<file path="config.mk">
export PLATFORM = sky130hd
export DESIGN_NAME = alarm_tone_gen
export DESIGN_NICKNAME = d
export VERILOG_FILES = /design/src/rtl/alarm_tone_gen.sv
export SDC_FILE = /design/constraint.sdc
export NUM_CORES = 1
export LEC_CHECK = 0
export ABC_CLOCK_PERIOD_IN_PS = 7300
export CAP_MARGIN = 30
export CORE_UTILIZATION = 45
export DETAILED_ROUTE_END_ITERATION = 12
export GPL_TIMING_DRIVEN = 0
export PLACE_DENSITY = 0.81
export SETUP_SLACK_MARGIN = 0.4
export SLEW_MARGIN = 20
export SYNTH_ARGS = -nofsm -noshare
export SYNTH_HDL_FRONTEND = slang
export SYNTH_SLANG_ARGS = --single-unit
</file>
<file path="constraint.sdc">
create_clock -name CLOCK_50 -period 7.3 [get_ports CLOCK_50]
set_input_delay 0.73 -clock CLOCK_50 [delete_from_list [all_inputs] [get_ports CLOCK_50]]
set_output_delay 0.73 -clock CLOCK_50 [all_outputs]
set_load 0.1 [all_outputs]
</file>
<file path="src/rtl/alarm_tone_gen.sv">
// Alarm tone generator: cadenced square-wave beeps mixed into an audio sample stream.
// Settings are latched at start; the tone is added to every channel on each sample strobe.
module alarm_tone_gen #(
  parameter int DATA_W    = 32,
  parameter int NUM_CH    = 2,
  parameter int AMPLITUDE = 10000000,
  parameter int TONE_W    = 20,
  parameter int CAD_W     = 27,
  parameter int SATURATE  = 1
) (
  input  logic                     CLOCK_50,
  input  logic                     reset,
  input  logic                     start,
  input  logic                     stop,
  input  logic [TONE_W-1:0]        tone_half,
  input  logic [CAD_W-1:0]         on_len,
  input  logic [CAD_W-1:0]         off_len,
  input  logic [7:0]               beep_count,
  input  logic                     sample_strobe,
  input  logic [NUM_CH*DATA_W-1:0] mix_in,
  output logic [NUM_CH*DATA_W-1:0] mix_out,
  output logic                     busy,
  output logic                     tone_on,
  output logic                     done
);

  localparam logic [1:0] IDLE = 2'd0;
  localparam logic [1:0] ON   = 2'd1;
  localparam logic [1:0] OFF  = 2'd2;

  localparam logic [DATA_W:0] AMP = (DATA_W+1)'(AMPLITUDE);

  logic [1:0]              state;
  logic [CAD_W-1:0]        cad_cnt;
  logic [TONE_W-1:0]       tone_cnt;
  logic                    phase_neg;
  logic [7:0]              remaining;
  logic [TONE_W-1:0]       tone_half_q;
  logic [CAD_W-1:0]        on_len_q;
  logic [CAD_W-1:0]        off_len_q;
  logic [7:0]              beep_count_q;
  logic [DATA_W:0]         tone_val;
  logic [NUM_CH*DATA_W-1:0] mix_next;

  assign busy    = (state == ON) || (state == OFF);
  assign tone_on = (state == ON);

  always_comb begin
    tone_val = '0;
    if (state == ON) tone_val = phase_neg ? -AMP : AMP;
  end

  // Sum at DATA_W+1 bits; overflow shows as disagreement of the top two bits.
  always_comb begin
    logic [DATA_W:0] sum;
    sum      = '0;
    mix_next = '0;
    for (int unsigned c = 0; c < NUM_CH; c++) begin
      sum = {mix_in[c*DATA_W+DATA_W-1], mix_in[c*DATA_W +: DATA_W]} + tone_val;
      if ((SATURATE != 0) && (sum[DATA_W] != sum[DATA_W-1]))
        mix_next[c*DATA_W +: DATA_W] = sum[DATA_W] ? {1'b1, {(DATA_W-1){1'b0}}}
                                                   : {1'b0, {(DATA_W-1){1'b1}}};
      else
        mix_next[c*DATA_W +: DATA_W] = sum[DATA_W-1:0];
    end
  end

  always_ff @(posedge CLOCK_50) begin
    if (reset) begin
      state        <= IDLE;
      cad_cnt      <= '0;
      tone_cnt     <= '0;
      phase_neg    <= 1'b0;
      remaining    <= '0;
      tone_half_q  <= '0;
      on_len_q     <= '0;
      off_len_q    <= '0;
      beep_count_q <= '0;
      mix_out      <= '0;
      done         <= 1'b0;
    end else begin
      done <= 1'b0;
      if (sample_strobe) mix_out <= mix_next;
      if (stop) begin
        state <= IDLE;
      end else begin
        case (state)
          IDLE: begin
            if (start) begin
              tone_half_q  <= tone_half;
              on_len_q     <= on_len;
              off_len_q    <= off_len;
              beep_count_q <= beep_count;
              remaining    <= beep_count;
              cad_cnt      <= '0;
              tone_cnt     <= '0;
              phase_neg    <= 1'b0;
              state        <= ON;
            end
          end
          ON: begin
            if (tone_cnt == tone_half_q) begin
              tone_cnt  <= '0;
              phase_neg <= ~phase_neg;
            end else begin
              tone_cnt <= tone_cnt + 1'b1;
            end
            if (cad_cnt == on_len_q) begin
              cad_cnt <= '0;
              if ((beep_count_q != 8'd0) && (remaining == 8'd1)) begin
                state <= IDLE;
                done  <= 1'b1;
              end else begin
                state <= OFF;
                if (beep_count_q != 8'd0) remaining <= remaining - 8'd1;
              end
            end else begin
              cad_cnt <= cad_cnt + 1'b1;
            end
          end
          OFF: begin
            if (cad_cnt == off_len_q) begin
              state     <= ON;
              cad_cnt   <= '0;
              tone_cnt  <= '0;
              phase_neg <= 1'b0;
            end else begin
              cad_cnt <= cad_cnt + 1'b1;
            end
          end
          default: state <= IDLE;
        endcase
      end
    end
  end

endmodule

</file>
**Word level (Yosys, flattened, before mapping)**

Cells that the tools add are included.
Widths: inputs -> output; s select.

- Register bits after elaboration: 205
- Input port bits: 151
- Output and inout port bits: 67
- Logic and storage cells: 77

- Add/sub/neg operators: 5
- Equality and inequality tests: 14
- Mux-type cells: 29
- Bitwise operators: 4
- Reductions and logical operators: 14

Operators by type and width:

| cell | number |
|---|---|
| $mux 32 | 4 |
| $mux 27 | 3 |
| $pmux 27 s3 | 1 |
| $add 33x33->33 | 2 |
| $mux 33 | 2 |
| $mux 20 | 3 |
| $pmux 20 s3 | 1 |
| $eq 27x27->1 | 2 |
| $mux 8 | 4 |
| $add 27x1->27 const B | 1 |
| $add 20x1->20 const B | 1 |
| $eq 20x20->1 | 1 |
| $pmux 8 s2 | 1 |
| $reduce_and 3->1 | 3 |
| $eq 8x1->1 const B | 1 |
| $mux 2 | 4 |
| $ne 2x1->1 const B | 4 |
| $reduce_bool 8->1 | 1 |
| $sub 8x1->8 const B | 1 |
| $pmux 2 s3 | 1 |
| $reduce_and 6->1 | 1 |
| $reduce_and 5->1 | 1 |
| $mux 1 | 4 |
| $ne 2x2->1 const B | 2 |
| other kinds (13) | 17 |

**Depth between registers and ports, before layout**

Gate-level depths: netlist of the first run.

- Word-level depth: 5
- Depth in mapped cells: 20
- Mapped depth without buffers: 13

**Worst setup path before layout of the first run**

No wires, ideal clock.

- Kind: reg-to-reg
- Start point: register state[1]
- End point: register mix_out[58]
- Library setup time: 0.127 ns
- Arrival time: 4.878 ns
- Required time: 7.173 ns
- Path slack: 2.295 ns
- Stages on the path, launching flop included: 21
- Buffers on the path: 7
- Period minus slack after synthesis: 5.005 ns
- Cells stage by stage: dfxtp_1 > inv_1 > ha_1 > buf_4 > nand2_2 > buf_2 > buf_1 > buf_1 > buf_1 > xnor2_1 > ha_1 > a21boi_1 > o32ai_1 > a21oi_1 > a31oi_1 > xnor2_1 > o21ai_1 > nand2b_1 > clkbuf_1 > buf_2 > o22ai_1

- Cells in the longest elaborated chain, start to end: 5

Ends and longest elaborated chain:

| item | line | source |
|---|---|---|
| start: declaration | 33 | `logic [1:0] state;` |
| start signal: assignment | 70 | `state <= IDLE;` |
| start signal: assignment | 85 | `state <= IDLE;` |
| start signal: assignment | 98 | `state <= ON;` |
| $eq 2x1->1 (*) | -- |  |
| net tone_on | 23 | `output logic tone_on,` |
| $mux 33 (*) | 50 | `if (state == ON) tone_val = phase_neg ? -AMP : AMP;` |
| $add 33x33->33 (*) | 59 | `sum = {mix_in[c*DATA_W+DATA_W-1], mix_in[c*DATA_W +: DATA_W]} + tone_val;` |
| $mux 32 or $ne 1x1->1 (tied branches) | 61, 60 |  |
| $mux 32 (*) | 60 | `if ((SATURATE != 0) && (sum[DATA_W] != sum[DATA_W-1]))` |
| end signal: assignment | 83 | `if (sample_strobe) mix_out <= mix_next;` |
| end: declaration | 21 | `output logic [NUM_CH*DATA_W-1:0] mix_out,` |

The timed path passes the listed nets; every way through them passes the cells marked *.
A chain may end at the register's enable or synchronous reset.

**Worst setup path after layout of the first run**

- Start point: register state[1]
- End point: register mix_out[62]

- Cells in the longest elaborated chain, start to end: 5

Ends and longest elaborated chain:

| item | line |
|---|---|
| $eq 2x1->1 (*) | 50 |
| $mux 33 (*) | 50 |
| $add 33x33->33 (*) | 59 |
| $mux 32 or $ne 1x1->1 (tied branches) | 61, 60 |
| $mux 32 (*) | 60 |

Mark *: on every way between the ends. The rest lies on a longest branch, timed or not.

==> results of run 1 <==
==> cell families after synthesis <==
logic type / Yosys count
and+or+nand+nor: 664
buffers and inverters: 186
DFF: 205
xor gates and xnor gates: 165
adders and majority gates: 57
AOI/OAI and AO/OA: 467
muxes: 7
==> registers in the layout, indices dropped and copies added (netlist names) <==
name	flops
beep_count_q	8
cad_cnt	27
done	1
mix_out	64
off_len_q	27
on_len_q	27
phase_neg	1
remaining	8
state	2
tone_cnt	20
tone_half_q	20
==> power breakdown <==
group          switching, mW  total, mW  internal (mW)
registers             0.0417       1.22           1.18
clock network          0.485       1.25          0.767
logic                  0.560      0.856          0.296
total                   1.09       3.33           2.24
==> path summary, 6_finish.rpt <==
| path | startpoint | endpoint | cells past startpoint |
|---|---|---|---|
| worst max-delay path | state[1] | mix_out[62] | 20 |
| worst min-delay path | beep_count_q[3] | beep_count_q[3] | 2 |
| worst max register to register | state[1] | mix_out[62] | 20 |
| worst min register to register | beep_count_q[3] | beep_count_q[3] | 2 |
==> layout by cell type, fill, tap and decap left out, types with 9 or more instances in the layout <==
master / instances
sky130_fd_sc_hd__nand2_1: 259
sky130_fd_sc_hd__dfxtp_1: 205
sky130_fd_sc_hd__clkdlybuf4s50_1: 200
sky130_fd_sc_hd__a21oi_1: 170
sky130_fd_sc_hd__nor2_1: 148
sky130_fd_sc_hd__clkbuf_1: 123
sky130_fd_sc_hd__xnor2_1: 112
sky130_fd_sc_hd__o21ai_0: 81
sky130_fd_sc_hd__xor2_1: 53
sky130_fd_sc_hd__nand3_1: 42
sky130_fd_sc_hd__nor3_1: 33
sky130_fd_sc_hd__maj3_2: 31
sky130_fd_sc_hd__a211oi_2: 30
sky130_fd_sc_hd__nand4_1: 28
sky130_fd_sc_hd__inv_1: 27
sky130_fd_sc_hd__o22ai_1: 27
sky130_fd_sc_hd__a211oi_1: 26
sky130_fd_sc_hd__clkbuf_16: 23
sky130_fd_sc_hd__nor4_1: 20
sky130_fd_sc_hd__nand3b_1: 19
sky130_fd_sc_hd__or3_1: 18
sky130_fd_sc_hd__a31oi_1: 18
sky130_fd_sc_hd__and2_1: 17
sky130_fd_sc_hd__and3_1: 15
sky130_fd_sc_hd__maj3_1: 14
sky130_fd_sc_hd__buf_2: 13
sky130_fd_sc_hd__nand2b_1: 13
sky130_fd_sc_hd__ha_1: 12
sky130_fd_sc_hd__buf_1: 11
sky130_fd_sc_hd__a21o_1: 11
sky130_fd_sc_hd__a22oi_1: 10
sky130_fd_sc_hd__o2bb2ai_1: 10
sky130_fd_sc_hd__nor2b_1: 9
==> layout make-up <==
class	instances	area, um2	area share, %
Multi-Input combinational cell	1360	8380	50.2
Sequential cell	205	4100	24.6
Timing Repair Buffer	204	2110	12.6
Clock buffer	32	689	4.13
Buffer	157	671	4.02
Tap cell	384	480	2.88
Clock inverter	10	140	0.839
Inverter	29	109	0.652
Antenna cell	4	10.0	0.0599
==> routing by layer <==
layer	wire length (um)	vias to the layer above	global-route usage, %
li1	-	6662	-
met5	0	-	0
met2	20600	662	48.1
met1	19200	6550	38.4
met3	3700	119	3.93
met4	1850	0	12.2
==> tightest hold or removal path, delay by kind of cell (launching register included) <==
family / cells / cell delay [ns]
flip-flops: 1 / 0.31
AO/OA/AOI/OAI: 1 / 0.06
AND/OR/NAND/NOR: 1 / 0.05
==> impl_summary.md, run 1 <==
Synthesis
The area fraction in compound gates after synthesis is 23.2%. The proportion of netlist area held by the largest area contributor is 30.9%. Of the total synthesized cell area, the portion taken by full adders, half adders and majority gates is 4.82%.

During synthesis, Yosys emitted a total of 0 warnings. The number of nets in the synthesized netlist is about 1900. Of the post-synthesis cell area, the part taken by muxes is less than 1%.

The post-synthesis simple-gate area fraction is 23.7%. The number of distinct standard cells referenced by the synthesized netlist is 81. The leading cell type by number of instances after synthesis is sky130_fd_sc_hd__nand2_1. After technology mapping, the gate count stands at approximately 1800. By count the netlist is led by sky130_fd_sc_hd__nand2_1, sky130_fd_sc_hd__dfxtp_1, sky130_fd_sc_hd__a21oi_1. In this run, synthesis produced a sequential element count of 205. By area, the combinational part of the netlist is dominated by simple AND/OR/NAND/NOR gates. Counting flops with an async set or reset pin after synthesis yields a share of 0%. The mean area per synthesized cell is 7.58 um2.

The portion of the post-synthesis area used by sequential elements is between 30% and 40%. The post-synthesis xor/xnor area fraction is 10.9%. Yosys attributes the largest share of cell area to sky130_fd_sc_hd__dfxtp_1, sky130_fd_sc_hd__xnor2_1, sky130_fd_sc_hd__nand2_1, sky130_fd_sc_hd__a21oi_1, sky130_fd_sc_hd__nor2_1. The number of flops mapped to enable cells by yosys is 0. The mapped netlist covers 13300 um2. The most used flip-flop cell after synthesis is sky130_fd_sc_hd__dfxtp_1. sky130_fd_sc_hd__dfxtp_1 takes more of the synthesized area than any other cell.

Setup path
The required arrival time at the worst endpoint is approximately 7.7 ns. STA classifies the critical path startpoint as a flop. The critical path goes through inv_1 > ha_1 > buf_4 > nand2_2 > buf_2 > buf_1 > clkbuf_2 > buf_1 > xnor2_1 > ha_1 > a21boi_1 > o32ai_1 > a21oi_1 > a31oi_1 > xnor2_1 > o21ai_1 > nand2b_1 > clkbuf_1 > buf_2 > o22ai_1. The delay of the slowest critical-path stage is 0.70 ns. The largest fanout of any net on the critical path is 10. The worst register-to-register path has a setup slack of 0.81 ns. Among cell families on the critical path, the largest total delay comes from buffers and inverters. Data on the critical path arrives at its endpoint at between 6 and 7 ns.

For this design, the slowest cell found on the critical path is sky130_fd_sc_hd__xnor2_1. The critical path is of the reg -> reg type. Together, buffers and inverters on the worst path number 8. STA classifies the critical path endpoint as a flop.

Pwr
The analysis attributes to cell leakage a power of 5.83 nW. IR analysis of the VDD net gives a maximum drop of 0.000160 V. For this design the ratio of total power to cell area is 199 nW/um2.

After layout, the design draws a total of about 3.3 mW.

STA
The final critical-path share of the clock period is about 89%. The relative slew slack is 29.4%. Derived from the worst setup path, the maximum achievable clock frequency is around 150 MHz. Summed over all failing endpoints, the final setup total negative slack is 0 ns. Hold timing on the final database bottoms out at a slack of 0.464 ns. The slew at the pin closest to its max-slew limit is 1.06 ns. The final worst slack is 0.807 ns. The final hold violation count is 0. After layout, the minimum clock period comes to 6.49 ns. The worst clock skew is between 0.03 and 0.04 ns. The max-slew violation total from the final report is 0. Setup violations remaining at the end of the flow were counted as 0.

Setup repair after global routing left no endpoint under its margin.

Routing
The detailed-route wire length per cell is 19.0 um. The remaining design rule violation count is 0. The detail route stage leaves a number of antenna-violating nets equal to 0. After detailed routing, the total wire length is 45400 um. The starting DRC count in detailed routing is ~1300.

The total via count in the routed design is 13993. For this run, the detailed router's first-pass iteration total came to 8. Using the TritonRoute via totals, the vias-per-cell ratio works out to 5.87.

Global route
The via count of the first global-routing pass is 13016. The initial antenna violation count is 4. Global routing consumed, over all layers together, 29.2% of the routing resources. The total overflow reported by the global router is 0. The global-route wire length before repair is 71300 um.

Entering global routing, the biggest net connects 15 pins.

Clock tree
The clock insertion delay at the later pin of the skew report is 0.53 ns. The CTS sink count is 205. After clock tree synthesis, the flow added hold-fix buffers numbering 0. The maximum buffer depth of the clock tree is 3. After clock tree synthesis, the clock-pin slew on the worst setup and hold paths is 0.07 ns. The CTS tree is built. The number of buffers created by CTS is 23.

Post-CTS repair changed the size of 0 cells. The post-CTS setup-driven buffer insertion count is 0. The H-tree level count is 1. The master cell of the clock root buffer is sky130_fd_sc_hd__clkbuf_16.

Place
The placed instance area is about 16000 um2. The last weighted congestion value of the routability-driven placer is just under 1. In this run, placement finished with an instance count of approximately 2300. The detailed placement HPWL is 34500 um. The setup slack after placement is approximately 0.76 ns. The number of port buffers is 200.

Status
The run finished with clean final reports.

Min path
The class of the tightest hold or removal check is reg -> reg.

Final layout
The total number of nets in the final design is roughly 2100. Cells fill 57.9% of the core in the end. In the final layout, the share of cells above drive strength 1 is 7.46%. The synthesis-to-finish area growth is 25.9%. The filler cell count is roughly 2700. Once layout is complete, the cells apart from fillers number about 2400. The finished cells cover 16700 um2.

Die
Measured along the x axis, the die boundary spans 174 um. The die height is 174 um. For this design the top-level I/O count stands at ~220.

The die covers 30200 um2. The initial cell density of the core is 46.0%. The number of placement rows is 62. The area of the core is 28900 um2.

Flow run
Across the run, the number of max-cap violations was 0.
No activity file was read; power rests on OpenSTA's default activity.
==> run 2: changes to the inputs <==
--- a/config.mk
+++ b/config.mk
@@ -12,5 +12,5 @@
 export GPL_TIMING_DRIVEN = 0
 export PLACE_DENSITY = 0.81
-export SETUP_SLACK_MARGIN = 0.4
+export SETUP_SLACK_MARGIN = 0.02
 export SLEW_MARGIN = 20
 export SYNTH_ARGS = -nofsm -noshare
==> constraint.sdc (replaced) <==
create_clock -name CLOCK_50 -period 7.3 [get_ports CLOCK_50]
set_input_delay 1.46 -clock CLOCK_50 [delete_from_list [all_inputs] [get_ports CLOCK_50]]
set_output_delay 1.46 -clock CLOCK_50 [all_outputs]
set_load 0.1 [all_outputs]
==> impl_summary.md, run 2 (synthesis results as in run 1) <==
Status
The run finished with clean final reports.

Global route
The global routing usage summed across all routing layers was 29.2% (unchanged). The initial antenna violation count is 4 (unchanged). The global-route wire length before repair was 71300 um (unchanged). The total overflow reported by the global router is 0 (unchanged). The via count of the first global-routing pass is 13016 (unchanged). The largest net degree at the start of global routing is 15 (unchanged).

Final layout
The filler cell count is 2657 (+0.038%). More flip-flops sit in one register than any other, and that register is mix_out. The final standard cell utilization of the core is 57.9% (about the same).

The flip-flop count of the largest register, all copies and words added was 64 (unchanged). The synthesis-to-finish area growth was 25.9% (about the same). The commonest non-fill, non-tap cell in the layout is sky130_fd_sc_hd__nand2_1. The post-route cell area came to 16700 um2 (about the same). The fraction of layout instances using a drive strength above 1 was 7.41% (-0.050 points). The total number of nets in the final design was 2143 (unchanged). In the layout the commonest cells are sky130_fd_sc_hd__nand2_1, sky130_fd_sc_hd__dfxtp_1, sky130_fd_sc_hd__clkdlybuf4s50_1.

Die
The die height was 174 um (unchanged). The area of the core was 28900 um2 (unchanged). The floorplan die width is 174 um (unchanged). The area of the die is 30200 um2 (unchanged). The total I/O pin count is 218 (unchanged). The initial cell density of the core came to 46.0% (unchanged). The number of placement rows is 62 (unchanged).

Setup path
The worst setup path is of the reg -> reg kind. The data arrival time at the worst-slack endpoint is 7.07 ns (+0.20 ns). The element type at the critical path start is a flop. The required arrival time at the worst endpoint is 7.68 ns (about the same).

STA classifies the critical path endpoint as a flop. The largest fanout of any net on the critical path is 10 (unchanged).

Clock tree
The number of buffers created by CTS is 23 (unchanged). The post-CTS setup-driven buffer insertion count is 0 (unchanged). The number of cells upsized or downsized after cts is 0 (unchanged). The clock transition at the register clock pins on the worst setup and hold paths after CTS is 0.07 ns (about the same). The hold buffer count at CTS is 0 (unchanged).

The H-tree level count is 1 (unchanged). TritonCTS built the clock tree. In this run the clock root is driven by a sky130_fd_sc_hd__clkbuf_16. The clock insertion delay at the later pin of the skew report is 0.53 ns (about the same). The CTS sink count was 205 (unchanged).

The maximum buffer depth of the clock tree is 3 (unchanged).

Place
The number of port buffers came to 200 (unchanged). The last weighted congestion value of the routability-driven placer was 0.973 (unchanged). The setup slack after placement is 0.761 ns (unchanged).

The placed instance area is 15900 um2 (unchanged). The detailed placement HPWL is 34500 um (unchanged).

Routing
The detailed-route wire length per cell was 19.0 um (-0.12%). The remaining design rule violation count was 0 (unchanged). The length of the first detailed-routing pass in iterations was 6 (-2). The total routed wirelength is 45400 um (-0.12%). The total via count in the routed design is 13915 (-0.56%).

The starting DRC count in detailed routing came to 1314 (-1.9%). The residual antenna-violating net count after detailed routing came to 0 (unchanged). The via-per-instance ratio is 5.83 (-0.56%).

Pwr
The leakage dissipation is 5.83 nW (about the same). The peak supply drop is 0.000160 V (+0.12%). The total chip power is 3.33 mW (about the same). The power density over cell area is 199 nW/um2 (about the same).

STA
The worst clock skew is 0.0314 ns (+0.000000900 ns). The final hold violation count is 0 (unchanged). The setup total negative slack is 0 ns (unchanged). The relative slew slack is 29.6% (+0.25 points). The slew at the pin closest to its max-slew limit was 1.05 ns (-0.00374 ns).

The number of endpoints failing setup at the final stage was 0 (unchanged). The maximum clock frequency was 149 MHz (-3.0%). Setup repair after global routing left no endpoint under its margin. The shortest period the worst path allows is 6.69 ns (+0.201 ns).

The final worst slack is 0.606 ns (-0.201 ns). The max-slew violation total from the final report is 0 (unchanged). The final critical-path share of the clock period was 91.7% (+2.8 points).

Flow run
The max capacitance violation total is 0 (unchanged).

Min path
The class of the tightest hold or removal check is reg -> reg.
==> run 2: area by class of cell <==
| type | count | area [um2] | area share, % |
|---|---|---|---|
| flip-flops and latches | 205 | 4100 | 24.6 |
| repair buffers | 204 | 2110 | 12.6 |
| clock buffers | 32 | 689 | 4.13 |
| diodes | 4 | 10.0 | 0.0599 |
| inverters | 29 | 109 | 0.652 |
| clock inverters | 10 | 140 | 0.839 |
| well taps | 384 | 480 | 2.88 |
| multi-input cells | 1360 | 8380 | 50.2 |
| plain buffers | 157 | 669 | 4.01 |
==> run 2: stage by stage <==
stage | instances | hold WS [ns]
finish | 2385 | 0.464
global route | 2382 | 0.484
CTS | 2381 | 0.463
detailed placement | 2339 | 0.452
global placement | 2335 | 0.441
floorplan | 1751 | 0.436
==> run 2: where the power goes <==
part	switching [mW]	leakage, nW	internal (mW)	total [mW]
clock network	0.486	0.402	0.767	1.25
registers	0.0417	1.68	1.18	1.22
logic	0.560	3.75	0.296	0.856
total	1.09	5.83	2.24	3.33
==> run 2: metal layers <==
metal  GRT usage, %  share of wire [%]
met1           38.4                 43
met2           48.1                 45
met4           12.2                4.0
met3           3.93                8.0
met5              0                  0
==> run 2: final timing paths <==
check,cells after the start,to,from,slack [ns]
worst max-delay path,20,mix_out[62],state[1],0.61
worst min-delay path,2,beep_count_q[3],beep_count_q[3],0.46
worst max register to register,20,mix_out[62],state[1],0.61
worst min register to register,2,beep_count_q[3],beep_count_q[3],0.46
==> run 2: critical path, cell delays in order (launching register included) <==
cell and delay, ns:
sky130_fd_sc_hd__dfxtp_1 0.38, sky130_fd_sc_hd__inv_1 0.08, sky130_fd_sc_hd__ha_1 0.33, sky130_fd_sc_hd__buf_4 0.24, sky130_fd_sc_hd__nand2_2 0.12, sky130_fd_sc_hd__buf_2 0.26, sky130_fd_sc_hd__buf_1 0.47, sky130_fd_sc_hd__buf_1 0.74
sky130_fd_sc_hd__buf_1 0.66, sky130_fd_sc_hd__xnor2_1 0.21, sky130_fd_sc_hd__ha_1 0.21, sky130_fd_sc_hd__a21boi_1 0.35, sky130_fd_sc_hd__o32ai_1 0.19, sky130_fd_sc_hd__a21oi_1 0.41, sky130_fd_sc_hd__a31oi_1 0.19, sky130_fd_sc_hd__xnor2_1 0.69
sky130_fd_sc_hd__o21ai_1 0.15, sky130_fd_sc_hd__nand2b_1 0.10, sky130_fd_sc_hd__clkbuf_1 0.34, sky130_fd_sc_hd__buf_2 0.31, sky130_fd_sc_hd__o22ai_1 0.09
